[config.mk]
export PLATFORM = sky130hd
export DESIGN_NAME = instr_fetch_flat
export DESIGN_NICKNAME = d
export VERILOG_FILES = /design/src/rtl/y86_pkg.sv /design/src/rtl/instr_fetch_if.sv /design/src/rtl/instr_len_decode.sv /design/src/rtl/instr_fetch.sv /design/src/flat_wrapper.sv
export SDC_FILE = /design/constraint.sdc
export NUM_CORES = 1
export LEC_CHECK = 0
export BUFFER_PORTS_ARGS = -buffer_cell sky130_fd_sc_hd__buf_2
export CORE_ASPECT_RATIO = 0.8
export CORE_MARGIN = 4
export CORE_UTILIZATION = 35
export CTS_CLUSTER_DIAMETER = 100
export DETAILED_ROUTE_END_ITERATION = 10
export PLACE_DENSITY = 0.66
export REMOVE_ABC_BUFFERS = 1
export SLEW_MARGIN = 20
export SYNTH_ARGS = -nofsm -noshare
export SYNTH_HDL_FRONTEND = slang
export SYNTH_SLANG_ARGS = --single-unit
[constraint.sdc]
create_clock -name clk -period 5.52 [get_ports clk]
set_input_delay 1.104 -clock clk [delete_from_list [all_inputs] [get_ports clk]]
set_output_delay 1.104 -clock clk [all_outputs]
set_load 0.01 [all_outputs]
[src/rtl/y86_pkg.sv]
// Shared Y86-64 definitions for the instruction fetch slice.
// Holds the icode values (HALT..POPQ), the "no register" code used for absent
// rA/rB fields, and the fetch FSM state encoding.
package y86_pkg;

    localparam logic [3:0] I_HALT   = 4'h0;
    localparam logic [3:0] I_NOP    = 4'h1;
    localparam logic [3:0] I_RRMOVQ = 4'h2;
    localparam logic [3:0] I_IRMOVQ = 4'h3;
    localparam logic [3:0] I_RMMOVQ = 4'h4;
    localparam logic [3:0] I_MRMOVQ = 4'h5;
    localparam logic [3:0] I_OPQ    = 4'h6;
    localparam logic [3:0] I_JXX    = 4'h7;
    localparam logic [3:0] I_CALL   = 4'h8;
    localparam logic [3:0] I_RET    = 4'h9;
    localparam logic [3:0] I_PUSHQ  = 4'hA;
    localparam logic [3:0] I_POPQ   = 4'hB;

    localparam logic [3:0] R_NONE   = 4'hF;

    typedef enum logic [1:0] {
        S_IDLE  = 2'd0,
        S_FETCH = 2'd1,
        S_DONE  = 2'd2
    } fetch_state_e;

endpackage

[src/rtl/instr_fetch_if.sv]
// Bundle of all handshake/bus signals around the fetch unit.
//   PC side   : pc_valid, pc_addr (in), pc_ready (out)
//   Memory    : mem_req, mem_addr (out), mem_ready, mem_rdata, mem_err (in)
//   Decode    : inst_valid, icode, ifun, rA, rB, valC, valP,
//               imem_error, instr_invalid (out), inst_ready (in)
// master = the fetch unit, slave = its environment.
interface instr_fetch_if;
    logic        pc_valid;
    logic [63:0] pc_addr;
    logic        pc_ready;

    logic        mem_req;
    logic [63:0] mem_addr;
    logic        mem_ready;
    logic [7:0]  mem_rdata;
    logic        mem_err;

    logic        inst_valid;
    logic        inst_ready;
    logic [3:0]  icode;
    logic [3:0]  ifun;
    logic [3:0]  rA;
    logic [3:0]  rB;
    logic [63:0] valC;
    logic [63:0] valP;
    logic        imem_error;
    logic        instr_invalid;

    modport master (
        input  pc_valid, pc_addr, mem_ready, mem_rdata, mem_err, inst_ready,
        output pc_ready, mem_req, mem_addr, inst_valid, icode, ifun, rA, rB,
               valC, valP, imem_error, instr_invalid
    );

    modport slave (
        output pc_valid, pc_addr, mem_ready, mem_rdata, mem_err, inst_ready,
        input  pc_ready, mem_req, mem_addr, inst_valid, icode, ifun, rA, rB,
               valC, valP, imem_error, instr_invalid
    );

endinterface

[src/rtl/instr_len_decode.sv]
// Combinational icode classifier.
//   icode_i       : instruction code (upper nibble of byte 0)
//   need_regids_o : instruction carries a register-specifier byte
//   need_valc_o   : instruction carries an 8-byte constant
//   length_o      : total instruction length in bytes (1..10)
//   invalid_o     : icode outside HALT..POPQ
module instr_len_decode
    import y86_pkg::*;
(
    input  logic [3:0] icode_i,
    output logic       need_regids_o,
    output logic       need_valc_o,
    output logic [3:0] length_o,
    output logic       invalid_o
);

    // Length/field classification table; unknown codes are 1-byte invalid.
    always_comb begin
        need_regids_o = 1'b0;
        need_valc_o   = 1'b0;
        length_o      = 4'd1;
        invalid_o     = 1'b0;
        case (icode_i)
            I_HALT, I_NOP, I_RET: begin
                length_o = 4'd1;
            end
            I_RRMOVQ, I_OPQ, I_PUSHQ, I_POPQ: begin
                need_regids_o = 1'b1;
                length_o      = 4'd2;
            end
            I_JXX, I_CALL: begin
                need_valc_o = 1'b1;
                length_o    = 4'd9;
            end
            I_IRMOVQ, I_RMMOVQ, I_MRMOVQ: begin
                need_regids_o = 1'b1;
                need_valc_o   = 1'b1;
                length_o      = 4'd10;
            end
            default: begin
                invalid_o = 1'b1;
                length_o  = 4'd1;
            end
        endcase
    end

endmodule

[src/rtl/instr_fetch.sv]
// Y86-64 byte-serial instruction fetch.
// Accepts a PC, reads the instruction one byte per memory handshake, splits it
// into icode/ifun/rA/rB/valC, computes valP and presents the result until the
// decode stage takes it.
//   clk, rst_n : clock, asynchronous active-low reset
//   bus        : instr_fetch_if.master (PC, memory and decode handshakes)
module instr_fetch
    import y86_pkg::*;
(
    input  logic          clk,
    input  logic          rst_n,
    instr_fetch_if.master bus
);

    fetch_state_e state_q, state_d;
    logic [63:0]  base_q, base_d;
    logic [3:0]   count_q, count_d;
    logic [3:0]   icode_q, icode_d;
    logic [3:0]   ifun_q, ifun_d;
    logic [3:0]   ra_q, ra_d;
    logic [3:0]   rb_q, rb_d;
    logic [63:0]  valc_q, valc_d;
    logic [63:0]  valp_q, valp_d;
    logic         imem_error_q, imem_error_d;
    logic         instr_invalid_q, instr_invalid_d;

    logic [3:0]   dec_icode_s;
    logic         need_regids_s;
    logic         need_valc_s;
    logic [3:0]   length_s;
    logic         invalid_s;
    logic [63:0]  fetch_addr_s;
    logic [3:0]   valc_start_s;
    logic [2:0]   valc_idx_s;

    // Byte 0 is decoded straight off the bus; later bytes use the latched icode.
    assign dec_icode_s  = (count_q == 4'd0) ? bus.mem_rdata[7:4] : icode_q;
    assign fetch_addr_s = base_q + {60'd0, count_q};
    assign valc_start_s = need_regids_s ? 4'd2 : 4'd1;
    assign valc_idx_s   = 3'(count_q - valc_start_s);

    instr_len_decode u_len_decode (
        .icode_i       (dec_icode_s),
        .need_regids_o (need_regids_s),
        .need_valc_o   (need_valc_s),
        .length_o      (length_s),
        .invalid_o     (invalid_s)
    );

    // Next-state and field-assembly logic for the IDLE/FETCH/DONE machine.
    always_comb begin
        state_d         = state_q;
        base_d          = base_q;
        count_d         = count_q;
        icode_d         = icode_q;
        ifun_d          = ifun_q;
        ra_d            = ra_q;
        rb_d            = rb_q;
        valc_d          = valc_q;
        valp_d          = valp_q;
        imem_error_d    = imem_error_q;
        instr_invalid_d = instr_invalid_q;
        case (state_q)
            S_IDLE: begin
                if (bus.pc_valid) begin
                    state_d         = S_FETCH;
                    base_d          = bus.pc_addr;
                    count_d         = 4'd0;
                    icode_d         = 4'h0;
                    ifun_d          = 4'h0;
                    ra_d            = R_NONE;
                    rb_d            = R_NONE;
                    valc_d          = 64'd0;
                    valp_d          = 64'd0;
                    imem_error_d    = 1'b0;
                    instr_invalid_d = 1'b0;
                end else begin
                    state_d = S_IDLE;
                end
            end
            S_FETCH: begin
                if (bus.mem_ready && bus.mem_err) begin
                    // Faulted read: the byte is dropped and a NOP-like result is reported.
                    state_d         = S_DONE;
                    imem_error_d    = 1'b1;
                    icode_d         = I_NOP;
                    ifun_d          = 4'h0;
                    ra_d            = R_NONE;
                    rb_d            = R_NONE;
                    valc_d          = 64'd0;
                    instr_invalid_d = 1'b0;
                    valp_d          = fetch_addr_s;
                end else if (bus.mem_ready) begin
                    count_d = count_q + 4'd1;
                    if (count_q == 4'd0) begin
                        icode_d         = bus.mem_rdata[7:4];
                        ifun_d          = bus.mem_rdata[3:0];
                        instr_invalid_d = invalid_s;
                    end else if (need_regids_s && (count_q == 4'd1)) begin
                        ra_d = bus.mem_rdata[7:4];
                        rb_d = bus.mem_rdata[3:0];
                    end else if (need_valc_s && (count_q >= valc_start_s)) begin
                        valc_d[{valc_idx_s, 3'b000} +: 8] = bus.mem_rdata;
                    end else begin
                        valc_d = valc_q;
                    end
                    if (count_d == length_s) begin
                        state_d = S_DONE;
                        valp_d  = base_q + {60'd0, length_s};
                    end else begin
                        state_d = S_FETCH;
                    end
                end else begin
                    state_d = S_FETCH;
                end
            end
            S_DONE: begin
                if (bus.inst_ready) begin
                    state_d = S_IDLE;
                end else begin
                    state_d = S_DONE;
                end
            end
            default: begin
                state_d = S_IDLE;
            end
        endcase
    end

    // State and result registers.
    always_ff @(posedge clk or negedge rst_n) begin
        if (!rst_n) begin
            state_q         <= S_IDLE;
            base_q          <= 64'd0;
            count_q         <= 4'd0;
            icode_q         <= 4'h0;
            ifun_q          <= 4'h0;
            ra_q            <= R_NONE;
            rb_q            <= R_NONE;
            valc_q          <= 64'd0;
            valp_q          <= 64'd0;
            imem_error_q    <= 1'b0;
            instr_invalid_q <= 1'b0;
        end else begin
            state_q         <= state_d;
            base_q          <= base_d;
            count_q         <= count_d;
            icode_q         <= icode_d;
            ifun_q          <= ifun_d;
            ra_q            <= ra_d;
            rb_q            <= rb_d;
            valc_q          <= valc_d;
            valp_q          <= valp_d;
            imem_error_q    <= imem_error_d;
            instr_invalid_q <= instr_invalid_d;
        end
    end

    assign bus.pc_ready      = (state_q == S_IDLE);
    assign bus.mem_req       = (state_q == S_FETCH);
    assign bus.mem_addr      = fetch_addr_s;
    assign bus.inst_valid    = (state_q == S_DONE);
    assign bus.icode         = icode_q;
    assign bus.ifun          = ifun_q;
    assign bus.rA            = ra_q;
    assign bus.rB            = rb_q;
    assign bus.valC          = valc_q;
    assign bus.valP          = valp_q;
    assign bus.imem_error    = imem_error_q;
    assign bus.instr_invalid = instr_invalid_q;

endmodule

[src/flat_wrapper.sv]
// flat-port wrapper written by rule: the top's interface ports become plain ports
module instr_fetch_flat import y86_pkg::*;
  (clk, rst_n, bus_pc_valid, bus_pc_addr, bus_mem_ready, bus_mem_rdata, bus_mem_err, bus_inst_ready, bus_pc_ready, bus_mem_req, bus_mem_addr, bus_inst_valid, bus_icode, bus_ifun, bus_rA, bus_rB, bus_valC, bus_valP, bus_imem_error, bus_instr_invalid);
  instr_fetch_if bus_i ();
  input  logic clk;
  input  logic rst_n;
  input wire logic [$bits(bus_i.pc_valid)-1:0] bus_pc_valid;
  input wire logic [$bits(bus_i.pc_addr)-1:0] bus_pc_addr;
  input wire logic [$bits(bus_i.mem_ready)-1:0] bus_mem_ready;
  input wire logic [$bits(bus_i.mem_rdata)-1:0] bus_mem_rdata;
  input wire logic [$bits(bus_i.mem_err)-1:0] bus_mem_err;
  input wire logic [$bits(bus_i.inst_ready)-1:0] bus_inst_ready;
  output wire logic [$bits(bus_i.pc_ready)-1:0] bus_pc_ready;
  output wire logic [$bits(bus_i.mem_req)-1:0] bus_mem_req;
  output wire logic [$bits(bus_i.mem_addr)-1:0] bus_mem_addr;
  output wire logic [$bits(bus_i.inst_valid)-1:0] bus_inst_valid;
  output wire logic [$bits(bus_i.icode)-1:0] bus_icode;
  output wire logic [$bits(bus_i.ifun)-1:0] bus_ifun;
  output wire logic [$bits(bus_i.rA)-1:0] bus_rA;
  output wire logic [$bits(bus_i.rB)-1:0] bus_rB;
  output wire logic [$bits(bus_i.valC)-1:0] bus_valC;
  output wire logic [$bits(bus_i.valP)-1:0] bus_valP;
  output wire logic [$bits(bus_i.imem_error)-1:0] bus_imem_error;
  output wire logic [$bits(bus_i.instr_invalid)-1:0] bus_instr_invalid;
  assign bus_i.pc_valid = bus_pc_valid;
  assign bus_i.pc_addr = bus_pc_addr;
  assign bus_i.mem_ready = bus_mem_ready;
  assign bus_i.mem_rdata = bus_mem_rdata;
  assign bus_i.mem_err = bus_mem_err;
  assign bus_i.inst_ready = bus_inst_ready;
  assign bus_pc_ready = bus_i.pc_ready;
  assign bus_mem_req = bus_i.mem_req;
  assign bus_mem_addr = bus_i.mem_addr;
  assign bus_inst_valid = bus_i.inst_valid;
  assign bus_icode = bus_i.icode;
  assign bus_ifun = bus_i.ifun;
  assign bus_rA = bus_i.rA;
  assign bus_rB = bus_i.rB;
  assign bus_valC = bus_i.valC;
  assign bus_valP = bus_i.valP;
  assign bus_imem_error = bus_i.imem_error;
  assign bus_instr_invalid = bus_i.instr_invalid;
  instr_fetch u_core (.clk(clk), .rst_n(rst_n), .bus(bus_i));
endmodule
==> metrics.txt <==
# TYPE chip_impl_metric gauge
chip_impl_info{name="rsz_0062_raised_after_global_routing",value="no"} 1
chip_impl_metric{name="synthesis.area_per_instance",unit="sq um"} 10.3
chip_impl_metric{name="first_pass_grt_wire_length",unit="um"} 62100
chip_impl_metric{name="wl_per_cell",unit="um"} 22.8
chip_impl_info{name="synth_largest_area_cell",value="sky130_fd_sc_hd__dfrtp_1"} 1
chip_impl_metric{name="postSynthCellCount",unit=""} 1138
chip_impl_metric{name="post_cts.repair.setup_buffers",unit=""} 0
chip_impl_metric{name="postCtsResizedCells",unit=""} 0
chip_impl_info{name="worstPathCellList",value="ha_1, o21a_1, a21oi_1, nor2_1, nand4_1, nor3_1, xor2_1, buf_2"} 1
chip_impl_metric{name="antenna_found_initial",unit=""} 3
chip_impl_metric{name="placementRows",unit=""} 59
chip_impl_metric{name="final_antenna_net_count",unit=""} 0
chip_impl_metric{name="detail_route.iter0.violations",unit=""} 906
chip_impl_metric{name="final.setup.tns",unit="ns"} 0
chip_impl_metric{name="cp_slowest_stage_delay",unit="ns"} 0.56
chip_impl_info{name="ys_dominant_reg_cell",value="sky130_fd_sc_hd__dfrtp_1"} 1
chip_impl_metric{name="min_period_over_period",unit="%"} 84.8
chip_impl_metric{name="critical_path_arrival",unit="ns"} 3.57
chip_impl_metric{name="async_reset_ff_share",unit="%"} 100
chip_impl_info{name="status",value="complete, no violations"} 1
chip_impl_metric{name="drcViolationCount",unit=""} 0
chip_impl_metric{name="p_leak",unit="nW"} 6.76
chip_impl_metric{name="clock_insertion_delay_worst_skew",unit="ns"} 0.52
chip_impl_metric{name="cts_hold_buf",unit=""} 0
chip_impl_metric{name="combined_flip_flop_and_latch_cell_area",unit="sq mm"} 0.00542
chip_impl_info{name="critical-path-slowest-cell",value="sky130_fd_sc_hd__nand4_1"} 1
chip_impl_metric{name="fmax",unit="MHz"} 214
chip_impl_metric{name="max_cap_violations",unit=""} 0
chip_impl_metric{name="post_route_cells_drive_above_1_share",unit="%"} 31.1
chip_impl_metric{name="grtUsageTotal",unit="%"} 22.0
chip_impl_info{name="setup.worst_path.end_class",value="output pin"} 1
chip_impl_metric{name="io_buffers",unit=""} 290
chip_impl_metric{name="rr_worst_depth",unit=""} 12
chip_impl_metric{name="grt_overflow",unit=""} 0
chip_impl_metric{name="finalWeightedCongestion",unit=""} 0.912
chip_impl_metric{name="drt-total-wl",unit="um"} 41900
chip_impl_info{name="critical_path_destination",value="bus_mem_addr[63]"} 1
chip_impl_metric{name="flow.area_growth_from_synthesis",unit="%"} 23.1
chip_impl_metric{name="synthesis.yosys.warnings",unit=""} 0
chip_impl_metric{name="syn-cell-area",unit="sq mm"} 0.0117
chip_impl_info{name="critical_path.reg2reg.endpoint",value="u_core.bus.valC[7]"} 1
chip_impl_info{name="layout_commonest_cell",value="sky130_fd_sc_hd__buf_2"} 1
chip_impl_metric{name="detail_route.first_pass.iterations",unit=""} 5
chip_impl_metric{name="irDropWorstVdd",unit="uV"} 289
chip_impl_metric{name="vias",unit=""} 10263
chip_impl_metric{name="period_minus_slack",unit="ns"} 4.68
chip_impl_metric{name="ys_seq_area_share",unit="%"} 46.3
chip_impl_metric{name="filler_cell_count",unit=""} 3214
chip_impl_metric{name="io-pin-count",unit=""} 291
chip_impl_metric{name="cts-buffers-inserted",unit=""} 25
chip_impl_metric{name="synthDominantCellAreaShare",unit="%"} 44.5
chip_impl_metric{name="post_drt_via_cell_ratio",unit=""} 5.58
chip_impl_metric{name="cts_max_path_buffers",unit=""} 3
chip_impl_metric{name="synth_edf_count",unit=""} 0
chip_impl_metric{name="design.core.area",unit="sq mm"} 0.0328
chip_impl_info{name="cts-root-buf",value="sky130_fd_sc_hd__clkbuf_16"} 1
chip_impl_metric{name="cp_data_required_time",unit="ns"} 4.42
chip_impl_metric{name="die_area",unit="sq mm"} 0.0365
chip_impl_metric{name="placed_area",unit="sq mm"} 0.0135
chip_impl_info{name="worstSetupStartpoint",value="u_core.count_q[2]"} 1
chip_impl_metric{name="design_area",unit="sq mm"} 0.0144
chip_impl_metric{name="fp.dieW",unit="um"} 212
chip_impl_metric{name="timing.final.setup_violations",unit=""} 0
chip_impl_metric{name="finalCoreUtilization",unit="%"} 44.0
chip_impl_metric{name="slew_headroom",unit="%"} 30.3
chip_impl_metric{name="cts.sinks",unit=""} 216
chip_impl_info{name="layout_common_cells",value="289 x sky130_fd_sc_hd__buf_2, 208 x sky130_fd_sc_hd__dfrtp_1, 128 x sky130_fd_sc_hd__nand2_1, 76 x sky130_fd_sc_hd__nor2_1, 73 x sky130_fd_sc_hd__o2bb2ai_1"} 1
chip_impl_info{name="worst_setup_path_start_kind",value="register"} 1
chip_impl_metric{name="ys_seq_elements",unit=""} 216
chip_impl_metric{name="setup.reg_to_reg.worst_slack",unit="ns"} 1.15
chip_impl_metric{name="initial_utilization",unit="%"} 35.7
chip_impl_metric{name="worst_clock_skew",unit="ns"} 0.0185
chip_impl_metric{name="clk_pin_slew_worst_paths",unit="ns"} 0.07
chip_impl_metric{name="via_count_of_the_first_global_routing_pass",unit=""} 10088
chip_impl_metric{name="cts.htree.levels",unit=""} 1
chip_impl_metric{name="hold_path_depth",unit=""} 2
chip_impl_metric{name="multiInputGateArea",unit="sq mm"} 0.00598
chip_impl_metric{name="finish.net_count",unit=""} 1488
chip_impl_metric{name="drv_slew",unit=""} 0
chip_impl_info{name="min_delay_worst_type",value="reg -> reg"} 1
chip_impl_metric{name="report.final.hold_viol_count",unit=""} 0
chip_impl_metric{name="pwr_density_cell",unit="mW/mm^2"} 588
chip_impl_metric{name="hpwl",unit="um"} 31300
chip_impl_metric{name="critical_path.max_fanout",unit=""} 10
chip_impl_metric{name="post_synth_num_cell_types",unit=""} 63
chip_impl_metric{name="pin_count_of_the_biggest_net_entering_global_routing",unit=""} 114
chip_impl_metric{name="dieHeight",unit="um"} 172
chip_impl_info{name="post_synth_main_area_contributors",value="sky130_fd_sc_hd__dfrtp_1 44%, sky130_fd_sc_hd__mux2_2 6.5%, sky130_fd_sc_hd__o2bb2ai_1 5.5%, sky130_fd_sc_hd__xnor2_1 4.4%, sky130_fd_sc_hd__xor2_1 4.3%"} 1
chip_impl_info{name="critical_path.reg2reg.startpoint",value="u_core.count_q[1]"} 1
chip_impl_info{name="worst-setup-path-type",value="reg -> out"} 1
chip_impl_info{name="clock_tree_from_tritoncts",value="done"} 1
chip_impl_metric{name="max_slew.worst_pin.slew",unit="ns"} 1.04
==> synthesized netlist by cell type (all sizes together) (3+ instances only) <==
master / count
dfrtp: 208
xor2: 57
mux2i: 46
mux2: 80
a21oi: 18
nor4: 21
nor3b: 4
o2bb2ai: 73
dfstp: 8
buf: 17
o21ai: 33
nor3: 37
and2: 4
o31ai: 4
xnor2: 59
inv: 14
clkbuf: 53
nand2: 129
nor2: 76
fa: 3
nor2b: 7
ha: 14
nand3: 41
or3: 11
a211o: 5
or4: 12
nand4: 49
and4: 5
a22o: 6
and3: 9
nand2b: 6
==> cell families (layout without fill, tap and decap cells) <==
kind of cell             count (synthesis)  in the layout  synth area share [%]
flip-flops                             216            216                  46.3
adder cells (fa/ha/maj)                 17             17                  2.01
multiplexers                           126            126                  12.0
AO/OA/AOI/OAI                          159            159                  10.3
AND/OR/NAND/NOR                        420            420                  17.7
XOR/XNOR                               116            116                  8.68
other                                    0              3                     0
buffers and inverters                   84            356                  2.99
==> per-stage QoR <==
stage	cells	worst slack [ns]	total power (W)	hold WS [ns]
detailed placement	1792	1.09	0.00666	0.465
floorplan	1068	0.719	0.00516	0.483
finish	1840	0.841	0.00847	0.477
global route	1840	0.672	0.00903	0.503
CTS	1836	0.862	0.00846	0.480
global placement	1792	1.20	0.00660	0.460
==> report_power, final <==
part           total (W)  internal, W  switching, W
clock network    0.00175      0.00107      0.000680
logic            0.00385      0.00160       0.00226
registers        0.00287      0.00208      0.000795
total            0.00847      0.00474       0.00373
==> sequential cells by signal, indices dropped and copies added, names as in the netlist, 2 cells and up <==
signal / cells
u_core.base_q: 64
u_core.bus.icode: 4
u_core.bus.ifun: 4
u_core.bus.rA: 4
u_core.bus.rB: 4
u_core.bus.valC: 64
u_core.bus.valP: 64
u_core.count_q: 4
u_core.state_q: 2
==> worst max-delay path, delay by kind of cell (launching register included) <==
| family | cells | cell delay (ns) |
|---|---|---|
| AO/OA/AOI/OAI | 2 | 0.32 |
| XOR/XNOR | 1 | 0.17 |
| adder cells (fa/ha/maj) | 1 | 0.42 |
| buffers and inverters | 1 | 0.15 |
| flip-flops | 1 | 0.51 |
| AND/OR/NAND/NOR | 3 | 1.48 |
==> worst min-delay path by stage <==
stage,from,endpoint,slack [ns]
2_1_floorplan,u_core.bus.rA[0],u_core.bus.rA[0],0.48
3_3_place_gp,u_core.bus.imem_error,u_core.bus.imem_error,0.46
3_5_place_dp,u_core.bus.imem_error,u_core.bus.imem_error,0.46
4_1_cts,u_core.bus.imem_error,u_core.bus.imem_error,0.48
5_1_grt,u_core.bus.valC[39],u_core.bus.valC[39],0.50
6_report,u_core.bus.imem_error,u_core.bus.imem_error,0.48
==> final cells by class <==
type	instances	area share (%)
antenna	3	0.0521
clock buffer	35	5.09
clock inverter	9	0.938
inverter	14	0.365
multi-input combinational	838	41.5
sequential	216	37.6
tap	427	3.71
timing repair buffer	298	10.8
==> layer usage <==
metal	up-vias	track usage [%]	share of wire (%)
met5	-	0	0
met4	0	7.08	2.9
met3	67	5.43	8.3
met2	427	31.3	43
met1	5146	32.9	46
li1	4623	-	-
Power figures use the tool's default switching activity.
